==> src/rtl/uart_rx_pkg.sv <==
// Shared UART definitions: FSM state encodings and the default bit period.
// The transmitter imports the same package so both ends agree on encodings.
// CLKS_PER_BIT default targets 115200 baud from a 25 MHz clock.
package uart_rx_pkg;

  localparam int DEFAULT_CLKS_PER_BIT = 217;

  typedef enum logic [2:0] {
    IDLE  = 3'd0,
    START = 3'd1,
    DATA  = 3'd2,
    STOP  = 3'd3,
    BREAK = 3'd4
  } state_t;

endpackage

==> src/rtl/uart_rx_sync_2ff.sv <==
// Generic two-flop synchroniser for an asynchronous single-bit input.
// Latency: 2 clk cycles. RST_VAL sets the flop value held during reset.
// No backpressure; output follows input after two edges.
module uart_rx_sync_2ff #(
  parameter logic RST_VAL = 1'b0
) (
  input  logic clk,
  input  logic rst,
  input  logic d,
  output logic q
);

  logic meta;

  // Two-stage capture; first stage may go metastable, second resolves it.
  always_ff @(posedge clk or posedge rst) begin
    if (rst) begin
      meta <= RST_VAL;
      q    <= RST_VAL;
    end else begin
      meta <= d;
      q    <= meta;
    end
  end

endmodule

==> src/rtl/uart_rx.sv <==
// 8N1 UART receiver: synchronise RX, find start, sample mid-bit, LSB first.
// Latency: 2-cycle synchroniser, byte presented the cycle after stop sample.
// One-deep valid/ready holding register; a byte arriving while full is dropped with overrun.
module uart_rx
  import uart_rx_pkg::*;
#(
  parameter int CLKS_PER_BIT = DEFAULT_CLKS_PER_BIT
) (
  input  logic       CLK,
  input  logic       RST,
  input  logic       RX,
  output logic [7:0] rx_data,
  output logic       rx_valid,
  input  logic       rx_ready,
  output logic       frame_err,
  output logic       overrun,
  output logic       busy
);

  localparam int HALF_BIT = CLKS_PER_BIT / 2;
  localparam int CW       = $clog2(CLKS_PER_BIT);
  localparam logic [CW-1:0] HALF_T = CW'(HALF_BIT - 1);
  localparam logic [CW-1:0] BIT_T  = CW'(CLKS_PER_BIT - 1);

  logic          rxs;
  state_t        state, state_d;
  logic [CW-1:0] cnt, cnt_d;
  logic [2:0]    idx, idx_d;
  logic [7:0]    shreg, shreg_d;
  logic          done, done_d;
  logic          ferr_d;

  // Idle-high line, so the synchroniser resets to 1 to avoid a false start.
  uart_rx_sync_2ff #(.RST_VAL(1'b1)) u_sync (
    .clk (CLK),
    .rst (RST),
    .d   (RX),
    .q   (rxs)
  );

  // FSM and datapath registers.
  always_ff @(posedge CLK or posedge RST) begin
    if (RST) begin
      state     <= IDLE;
      cnt       <= '0;
      idx       <= '0;
      shreg     <= '0;
      done      <= 1'b0;
      frame_err <= 1'b0;
    end else begin
      state     <= state_d;
      cnt       <= cnt_d;
      idx       <= idx_d;
      shreg     <= shreg_d;
      done      <= done_d;
      frame_err <= ferr_d;
    end
  end

  // Next-state logic: bit timing, sampling and stop-bit checking.
  always_comb begin
    state_d = state;
    cnt_d   = cnt;
    idx_d   = idx;
    shreg_d = shreg;
    done_d  = 1'b0;
    ferr_d  = 1'b0;
    case (state)
      IDLE: begin
        if (!rxs) begin
          state_d = START;
          cnt_d   = '0;
        end
      end
      START: begin
        if (cnt == HALF_T) begin
          cnt_d = '0;
          if (!rxs) begin
            state_d = DATA;
            idx_d   = '0;
          end else begin
            state_d = IDLE;  // glitch: line came back high before mid-start
          end
        end else begin
          cnt_d = cnt + CW'(1);
        end
      end
      DATA: begin
        if (cnt == BIT_T) begin
          cnt_d          = '0;
          shreg_d[idx]   = rxs;
          if (idx == 3'd7) state_d = STOP;
          else             idx_d   = idx + 3'd1;
        end else begin
          cnt_d = cnt + CW'(1);
        end
      end
      STOP: begin
        if (cnt == BIT_T) begin
          cnt_d = '0;
          if (rxs) begin
            state_d = IDLE;
            done_d  = 1'b1;
          end else begin
            state_d = BREAK;  // byte discarded, wait for line release
            ferr_d  = 1'b1;
          end
        end else begin
          cnt_d = cnt + CW'(1);
        end
      end
      BREAK: begin
        if (rxs) state_d = IDLE;
      end
      default: state_d = IDLE;
    endcase
  end

  // Holding register: load on completion if empty or being drained this cycle.
  always_ff @(posedge CLK or posedge RST) begin
    if (RST) begin
      rx_data  <= '0;
      rx_valid <= 1'b0;
      overrun  <= 1'b0;
    end else begin
      overrun <= 1'b0;
      if (done) begin
        if (!rx_valid || rx_ready) begin
          rx_data  <= shreg;
          rx_valid <= 1'b1;
        end else begin
          overrun <= 1'b1;
        end
      end else if (rx_valid && rx_ready) begin
        rx_valid <= 1'b0;
      end
    end
  end

  assign busy = (state != IDLE);

endmodule
==> config.mk <==
export PLATFORM = sky130hd
export DESIGN_NAME = uart_rx
export DESIGN_NICKNAME = d
export VERILOG_FILES = /design/src/rtl/uart_rx_pkg.sv /design/src/rtl/uart_rx_sync_2ff.sv /design/src/rtl/uart_rx.sv
export SDC_FILE = /design/constraint.sdc
export NUM_CORES = 1
export LEC_CHECK = 0
export ABC_AREA = 1
export ABC_CLOCK_PERIOD_IN_PS = 2070
export BUFFER_PORTS_ARGS = -buffer_cell sky130_fd_sc_hd__buf_2
export CAP_MARGIN = 40
export CORE_MARGIN = 8
export CORE_UTILIZATION = 50
export CTS_CLUSTER_DIAMETER = 80
export DETAILED_ROUTE_END_ITERATION = 16
export PLACE_DENSITY = 0.69
export SYNTH_ARGS = -nofsm -noshare
export SYNTH_HDL_FRONTEND = slang
export SYNTH_SLANG_ARGS = --single-unit
export TNS_END_PERCENT = 30
==> constraint.sdc <==
create_clock -name CLK -period 2.07 [get_ports CLK]
set_clock_uncertainty 0.1 [all_clocks]
set_input_delay 0.207 -clock CLK [delete_from_list [all_inputs] [get_ports CLK]]
set_output_delay 0.207 -clock CLK [all_outputs]
set_load 0.01 [all_outputs]
==> Word level (Yosys, flattened, before mapping) <==
Index checks and enable logic that the tools add are counted.
{ "word_totals": {"ff_bits": 36, "elab_cells": 79, "out_inout_bits": 12, "input_bits": 4} }
{ "classes": {"magnitude_cmp": 2, "n_eq_ne": 16, "reduce_logical": 16, "n_mux": 32, "add_sub_neg": 2} }
{ "op_table": {"columns": ["operator", "count"], "rows": [
  ["3-bit two-way mux", 11],
  ["8-bit two-way mux", 3],
  ["8-bit case mux with 3 select lines", 1],
  ["3-bit case mux with 5 select lines", 1],
  ["2-bit inequality test (second input constant)", 7],
  ["1-bit two-way mux", 12],
  ["8-bit by 1-bit adder with 8-bit output (second input constant)", 1],
  ["8-bit bitwise mux", 1],
  ["8-bit by 7-bit == test with 1-bit output (second input constant)", 1],
  ["8-bit == test (second input constant)", 1],
  ["2-bit AND reduction", 4],
  ["3-bit by 2-bit == test with 1-bit output (second input constant)", 2],
  ["3-bit == test (second input constant)", 2],
  ["3-bit case mux with 2 select lines", 1],
  ["6-bit AND reduction", 1],
  ["3-bit nonzero test", 2],
  ["5-bit AND reduction", 1],
  ["3-bit by 4-bit less-than comparator with 1-bit output (second input constant)", 1],
  ["2-bit by 1-bit inequality test with 1-bit output (second input constant)", 2],
  ["2-bit nonzero test", 2],
  ["3-bit by 1-bit adder with 3-bit output (second input constant)", 1],
  ["1-bit demux with 3-bit select", 1],
  ["3-bit by 1-bit == test with 1-bit output (second input constant)", 1],
  ["3-bit by 1-bit >= comparator with 1-bit output (second input constant)", 1],
  ["6 further kinds", 7]
]} }

==> Depth between registers and ports, before layout <==
Gate-level depths: netlist of run 1.
{ "logic_depth": {"depth_word": 5, "mapped_depth": 11, "depth_no_buf": 11} }

==> By module <==
From an unflattened synthesis of run 1, not the netlist that was laid out.
{ "unflattened": {"cells_unflattened": 199, "hier_area_um2": 1761.7} }
{ "modules_own_cells": {"columns": ["mod", "area_each_um2", "seq_area_each_um2", "cells_each", "n_inst"], "rows": [
  ["uart_rx", 1705.4, 850.8, 196, 1],
  ["uart_rx_sync_2ff", 56.3, 52.6, 3, 1]
]} }

==> Worst setup path after synthesis of run 1 <==
Ideal clock, no wire load.
{ "synth_timing": {"path_kind": "flip-flop to flip-flop", "from": "reg cnt[0]", "to": "reg cnt[0]", "setup_ps": 124, "slack_ps": 583, "path_stages_with_launch": 10, "required_time_ps": 1846, "t_arrival_ps": 1264, "period_less_slack_ps": 1487, "path_buffers": 0, "cell_sequence": "dfrtp_1 -> inv_1 -> ha_1 -> inv_1 -> nor2_1 -> nand2_4 -> nand2_2 -> nand2_1 -> nand2_1 -> o21ai_1"} }
{ "synth_via": {"elab_chain_len": 3, "word_cells_on_any_way": 6, "cone_classes": "add/sub (1); eq/ne (2); mux (3)"} }
{ "synth_rtl": {"columns": ["element", "line", "rtl"], "rows": [
  ["start: declaration", "uart_rx.sv:27", "logic [CW-1:0] cnt, cnt_d;"],
  ["start signal: assignment", "uart_rx.sv:52", "cnt <= cnt_d;"],
  ["8-bit by 1-bit adder with 8-bit output, or another cell as far along", "uart_rx.sv:85, uart_rx.sv:95, uart_rx.sv:109", null],
  ["8-bit two-way mux (on tied branches)", "uart_rx.sv:89, uart_rx.sv:99, uart_rx.sv:76", null],
  ["8-bit case mux with 3 select lines *", "uart_rx.sv:68", "case (state)"]
]} }
Every way passes the cells marked *; elsewhere a longest branch is shown, timed or not.
A chain may end at the register's enable or synchronous reset.

==> Final worst setup path of run 1 <==
{ "layout_timing": {"from": "reg cnt[0]", "to": "reg cnt[1]"} }
The elaborated chain is that of the path after synthesis.

==> results.ini, run 1 <==
[routing]
vias=1619
drt-pass1-iter-count=4
drc=0
drt-wirelength-per-cell_um=12.18
vias_per_cell=5.239
postRouteAntennaNets=0
wirelength_um=3764
drt_iter0_markers=186

[synth]
yosysWarnings=0
yosysMostFrequentCell=nand2_1
yosys-top-cells-area=dfrtp_1 (44%), nand2_1 (12%), nand3_1 (6.7%)
synth_cell_types=25
synth.largest_area_cell=dfrtp_1
synth_flop_cell=dfrtp_1
ys_top_cells_by_count=nand2_1 (61), dfrtp_1 (34), inv_1 (30)
synth_top_area_share_pct=43.96
synth-seq-cells=36
syn_avg_cell_area_um2=8.167
synth_edf_count=0
seq_area_frac_synth_pct=46.67
syn-num-nets=245
async_flop_share_pct=100.0
syn-cell-area_um2=1936
syn_inst=237

[clocking]
cts_setup_buffers=0
path_clk_slew_ns=0.08
h-tree-depth=2
cts_tree=yes
cts-root-buf=clkbuf_8
numCtsBuffers=5
clockBufferDepth=2
cts.sink_count=36
clkLatencyLatePin_ns=0.29

[power_and_ir_drop]
ir_worst_vdd_uv=300.8
p_total_mw=1.349
p_leak_nw=1.178
p_per_area_nw_per_um2=612.4

[sta]
max_freq_ghz=0.6125
setup_viol=0
hold_violations=0
final.setup.tns_ns=0
drv_slew=0
min_period_ns=1.633
max_slew_margin_pct=70.16
fin_crit_sh_pct=78.88
tightest_slew_ns=0.4476
grt_setup_unrepaired=false

[placed_design]
gp_congestion=0.9123
portBuffers=15
dpl.hpwl_um=2703

[global_routing]
grt_pass1_vias=1508
grt_max_degree=37
grt_pass1_wl_um=6748
gr-usage-all-layers_pct=13.42
overflow=0
antenna_found_initial=0

[die]
die_y_um=78.22
rows=22
initial_core_util_pct=52.48
core_area_um2=3689
io_pins=16
die_x_um=78.22
fp.dieArea_um2=6118

[outcome]
status=finished clean

[finish]
n_fill_cell=330
multi_input_area_um2=890.9
syn2layout_area_growth_pct=13.83
ff_latch_area_um2=903.4
fin_nets=268
n_antenna_cell=0
final_util_pct=59.74
final_layout_size_suffix_gt1_share_pct=19.92

[worst_setup_path]
critPathCaptureType=flip-flop
worstSetupStartpointType=flip-flop
crit_type=flip-flop to flip-flop
critPathMaxFanout=8
cp.arrival_ns=1.70
cp.required_ns=2.14

[flow_run]
cap_violations=0

[hold_path]
hold_class=input port to flip-flop

-- critical path, cell delays in order, from the launching register on --
cell and delay, ns:
dfrtp_1 0.40, inv_1 0.13, ha_1 0.18, inv_1 0.04
nor2_1 0.17, nand2_4 0.13, nand2_2 0.14, nand2_1 0.10
nand2_1 0.06, o21ai_1 0.05
-- registers in the layout (all words and copies together), names as in the netlist --
name,flops
idx,3
rx_valid,1
done,1
cnt,8
frame_err,1
state,3
u_sync.meta,1
u_sync.q,1
rx_data,8
shreg,8
overrun,1
-- what timing repair did --
action,4_1_cts,5_1_grt
hold buffers,2,0
endpoints found under the setup margin,0,0
gates resized for setup,0,0
hold endpoints to repair,35,0
-- cell usage in the layout, fill, tap and decap left out, types with 4 or more instances in the layout --
cell	synthesis	final
inv_2	4	4
nand2_2	4	4
o21ai_0	6	6
nand3_1	26	26
inv_1	30	30
nand4_1	12	12
nand2_1	61	61
clkbuf_8	0	5
mux2_2	4	4
buf_2	2	15
ha_1	4	4
dfrtp_1	34	34
nor2_1	21	21
a21oi_1	4	4
-- layout make-up --
class / count / share of cell area [%]
Sequential cell: 36 / 41.00
Multi-Input combinational cell: 164 / 40.43
Clock buffer: 5 / 3.123
Clock inverter: 3 / 1.931
Inverter: 34 / 5.792
Timing Repair Buffer: 19 / 4.997
Tap cell: 48 / 2.726
-- through the flow --
| stage | instance area (um2) | cells | setup WS (ns) | hold slack, ns |
|---|---|---|---|---|
| 2_1_floorplan | 1936 | 237 | 0.5825 | 0.1115 |
| 3_3_place_gp | 2072 | 299 | 0.4651 | 0.2116 |
| 3_5_place_dp | 2072 | 299 | 0.4457 | 0.2136 |
| 4_1_cts | 2203 | 309 | 0.4236 | 0.08190 |
| 5_1_grt | 2203 | 309 | 0.2863 | 0.09898 |
| 6_report | 2203 | 309 | 0.4373 | 0.08577 |
-- cells by family (layout without fill, tap and decap cells) --
family                   Yosys count  in the layout  synth area share [%]
AND/OR/NAND/NOR                  138            138                 35.75
buffers and inverters             37             61                 7.304
flip-flops                        36             36                 46.67
AO/OA/AOI/OAI                     18             18                 5.365
adder cells (fa/ha/maj)            4              4                 2.586
multiplexers                       4              4                 2.327
-- worst paths after layout --
path | startpoint | endpoint | slack, ns | cells after the start
max | cnt[0] | cnt[1] | 0.44 | 9
min | rx_ready | overrun | 0.09 | 4
max reg2reg | cnt[0] | cnt[1] | 0.44 | 9
min reg2reg | u_sync.meta | u_sync.q | 0.26 | 0
max in group asynchronous | RST | u_sync.q | 1.07 | 4
min in group asynchronous | RST | cnt[6] | 0.45 | 4
-- routing by layer --
layer | routed length [um] | track usage (%) | vias up
li1 | - | - | 808
met5 | 0 | 0 | -
met3 | 290 | 3.189 | 6
met4 | 73 | 7.963 | 0
met2 | 1637 | 19.39 | 53
met1 | 1763 | 17.80 | 752
-- report_power, final --
group	switching [mW]	total [mW]	leakage, nW	internal [mW]
registers	0.00426	0.711	0.481	0.707
logic	0.0178	0.0254	0.643	0.00755
clock network	0.257	0.613	0.0541	0.356
total	0.279	1.35	1.18	1.07
(Power assumes the default switching activity.)
==> inputs of run 2 (changes only) <==
--- a/config.mk
+++ b/config.mk
@@ -6,14 +6,14 @@
 export NUM_CORES = 1
 export LEC_CHECK = 0
 export ABC_AREA = 1
-export ABC_CLOCK_PERIOD_IN_PS = 2070
+export ABC_CLOCK_PERIOD_IN_PS = 1490
 export BUFFER_PORTS_ARGS = -buffer_cell sky130_fd_sc_hd__buf_2
 export CAP_MARGIN = 40
 export CORE_MARGIN = 8
 export CORE_UTILIZATION = 50
 export CTS_CLUSTER_DIAMETER = 80
 export DETAILED_ROUTE_END_ITERATION = 16
-export PLACE_DENSITY = 0.69
+export PLACE_DENSITY = 0.71
 export SYNTH_ARGS = -nofsm -noshare
 export SYNTH_HDL_FRONTEND = slang
 export SYNTH_SLANG_ARGS = --single-unit
==> constraint.sdc (replaced) <==
create_clock -name CLK -period 1.49 [get_ports CLK]
set_clock_uncertainty 0.1 [all_clocks]
set_input_delay 0.149 -clock CLK [delete_from_list [all_inputs] [get_ports CLK]]
set_output_delay 0.149 -clock CLK [all_outputs]
set_load 0.01 [all_outputs]
==> run 2 against run 1 <==
The flow now finishes with violations (setup timing). Cell area is 11% higher. Combinational power grew 83%. Sequential cell count unchanged. Via count up 1.9%. Power increased by 27%. Die area unchanged. Maximum frequency rose by 6.8%. Register-to-register slack got worse by 0.48 ns. Critical path type unchanged. Highest routed layer unchanged.
==> results.ini, run 2 (synthesized netlist as in run 1, its figures left out) <==
[die]
rows=22  ; unchanged
initial_core_util_pct=52.48  ; unchanged
core_area_um2=3689  ; unchanged
io_pins=16  ; unchanged
fp.dieArea_um2=6118  ; unchanged
die_y_um=78.22  ; unchanged
die_x_um=78.22  ; unchanged

[power_and_ir_drop]
p_seq_share_pct=57.3  ; +4.6 points
swShare_pct=22.85  ; +2.2 points
p_int_mw=1.323  ; +24%
comb_power_share_pct=2.7  ; +0.8 points
p_leak_nw=1.281  ; +8.8%
p_clk_share_pct=40.0  ; -5.4 points
ir_worst_vdd_uv=546.4  ; +82%
p_per_area_nw_per_um2=699.4  ; +14%
p_switching_mw=0.3919  ; +40%
p_total_mw=1.715  ; +27%

[finish]
syn2layout_area_growth_pct=26.70
top_regs=cnt (8), rx_data (8), shreg (8)
n_fill_cell=317  ; -3.9%
final_common_cell=nand2_1
final_util_pct=66.49  ; +6.8 points
n_antenna_cell=0  ; unchanged
final_cell_mix=nand2_1 (53), dfrtp_1 (31), inv_1 (26)
fin_nets=288  ; +7.5%
final_layout_size_suffix_gt1_share_pct=35.23  ; +15 points

[global_routing]
overflow=0  ; unchanged
gr-usage-all-layers_pct=14.12  ; +0.70 points
grt_pass1_vias=1483  ; -1.7%
antenna_found_initial=0  ; unchanged
grt_max_degree=26  ; -30%
grt_pass1_wl_um=7031  ; +4.2%

[sta]
final.setup.tns_ns=-0.1026  ; -0.1026 ns
max_slew_margin_pct=65.20  ; -5.0 points
hold_violations=0  ; unchanged
min_period_ns=1.529  ; -0.1041 ns
max_freq_ghz=0.6542  ; +6.8%
finalHoldWorstSlack_ns=0.02529  ; -0.06048 ns
worst_slack_ns=-0.03863  ; -0.4759 ns
grt_setup_unrepaired=true
fin_crit_sh_pct=102.6  ; +24 points
setup_viol=4  ; +4
tightest_slew_ns=0.5214  ; +0.07379 ns
drv_slew=0  ; unchanged

[outcome]
status=finished with violations
violations=setup timing

[clocking]
clkLatencyLatePin_ns=0.29  ; about the same
numCtsBuffers=5  ; unchanged
cts_tree=yes
h-tree-depth=2  ; unchanged
clockBufferDepth=2  ; unchanged
path_clk_slew_ns=0.07  ; about the same
cts-root-buf=clkbuf_8
cts.sink_count=36  ; unchanged

[routing]
drt_iter0_markers=180  ; -3.2%
vias=1649  ; +1.9%
drc=0  ; unchanged
drt-wirelength-per-cell_um=13.02  ; +6.9%
postRouteAntennaNets=0  ; unchanged
drt-pass1-iter-count=4  ; unchanged
wirelength_um=4285  ; +14%
vias_per_cell=5.012  ; -4.3%

[worst_setup_path]
endpoint=idx[2]
crit_start=cnt[0]
path_cells=inv_2, ha_4, nand2_1, inv_1, nand2_2, nor2_4, nand2_2, nand2_4, nand2_4, nand2_2, nand2_2
crit_path_top_delay_cell=dfrtp_1
crit_buf_inv=2  ; unchanged
critPathTopFamily=simple AND/OR/NAND/NOR gates
slowest_delay_ns=0.41  ; about the same
reg2regPathDepth=11  ; +2
cp.arrival_ns=1.61  ; -0.09 ns
critPathCaptureType=flip-flop
cp_common_cell=nand2_2
crit_type=flip-flop to flip-flop
cp_num_cells=11  ; +2
reg2reg_from=cnt[0]
cp.required_ns=1.58  ; -0.56 ns
worstSetupStartpointType=flip-flop
critPathMaxFanout=6  ; -2
reg2reg_to=idx[2]
r2r_slack_ns=-0.04  ; -0.48 ns

[flow_run]
cap_violations=0  ; unchanged

[placed_design]
portBuffers=15  ; unchanged
gp_congestion=0.9089  ; -0.37%
dpl.hpwl_um=3029  ; +12%

[hold_path]
hold_class=input port to flip-flop

run 2: what timing repair did:
| action | in CTS | in global routing |
|---|---|---|
| endpoints found under the setup margin | 15 | 22 |
| hold endpoints to repair | 10 | 0 |
| cloned | 0 | 1 |
| pin swaps | 4 | 14 |
| hold buffers | 2 | 0 |
| resized for setup | 8 | 28 |
| setup buffers | 2 | 4 |
run 2: layout make-up:
cell class	instances	area [um2]	area share, %
tap	48	60.06	2.449
clock buffer	5	68.82	2.806
multi-input combinational	165	1005	40.97
clock inverter	3	18.77	0.7653
inverter	34	127.6	5.204
sequential	36	907.1	36.99
timing repair buffer	38	265.3	10.82
run 2: worst reg2reg max path, cell delays in order, from the launching register on:
cell     delay, ns
dfrtp_1       0.41
inv_2         0.09
ha_4          0.13
nand2_1       0.04
inv_1         0.07
nand2_2       0.06
nor2_4        0.17
nand2_2       0.09
nand2_4       0.09
nand2_4       0.06
nand2_2       0.06
nand2_2       0.05
run 2: how the worst min path moves through the flow:
stage | startpoint | slack [ns] | to | cells after the start
2_1_floorplan | RX | 0.05 | u_sync.meta | 0
3_3_place_gp | RST | 0.10 | cnt[2] | 2
3_5_place_dp | RST | 0.11 | cnt[2] | 2
4_1_cts | rx_ready | 0.03 | overrun | 4
5_1_grt | rx_ready | 0.06 | overrun | 4
6_report | rx_ready | 0.03 | overrun | 4
run 2: power by group through the flow:
stage	Sequential, mW	Clock [mW]	Combinational (mW)
global route	0.984	0.752	0.0532
finish	0.983	0.685	0.0464
global placement	1.00	0	0.0423
CTS	0.983	0.709	0.0463
detailed placement	1.00	0	0.0425
floorplan	1.00	0	0.0239
run 2: stage by stage:
step	std cells	setup slack, ns	area (um2)
global placement	312	-0.003658	2182
CTS	324	-0.02881	2327
floorplan	237	0.002547	1936
global route	329	-0.09973	2452
finish	329	-0.03863	2452
detailed placement	312	-0.05482	2182
run 2: per-layer routing:
layer  global-route usage, %  part of all wire [%]  vias up
li1                        -                     -      853
met1                   19.85                    47      745
met2                   19.88                    46       45
met3                   4.328                   6.0        6
met4                   5.000                   1.3        0
met5                       0                     0        -
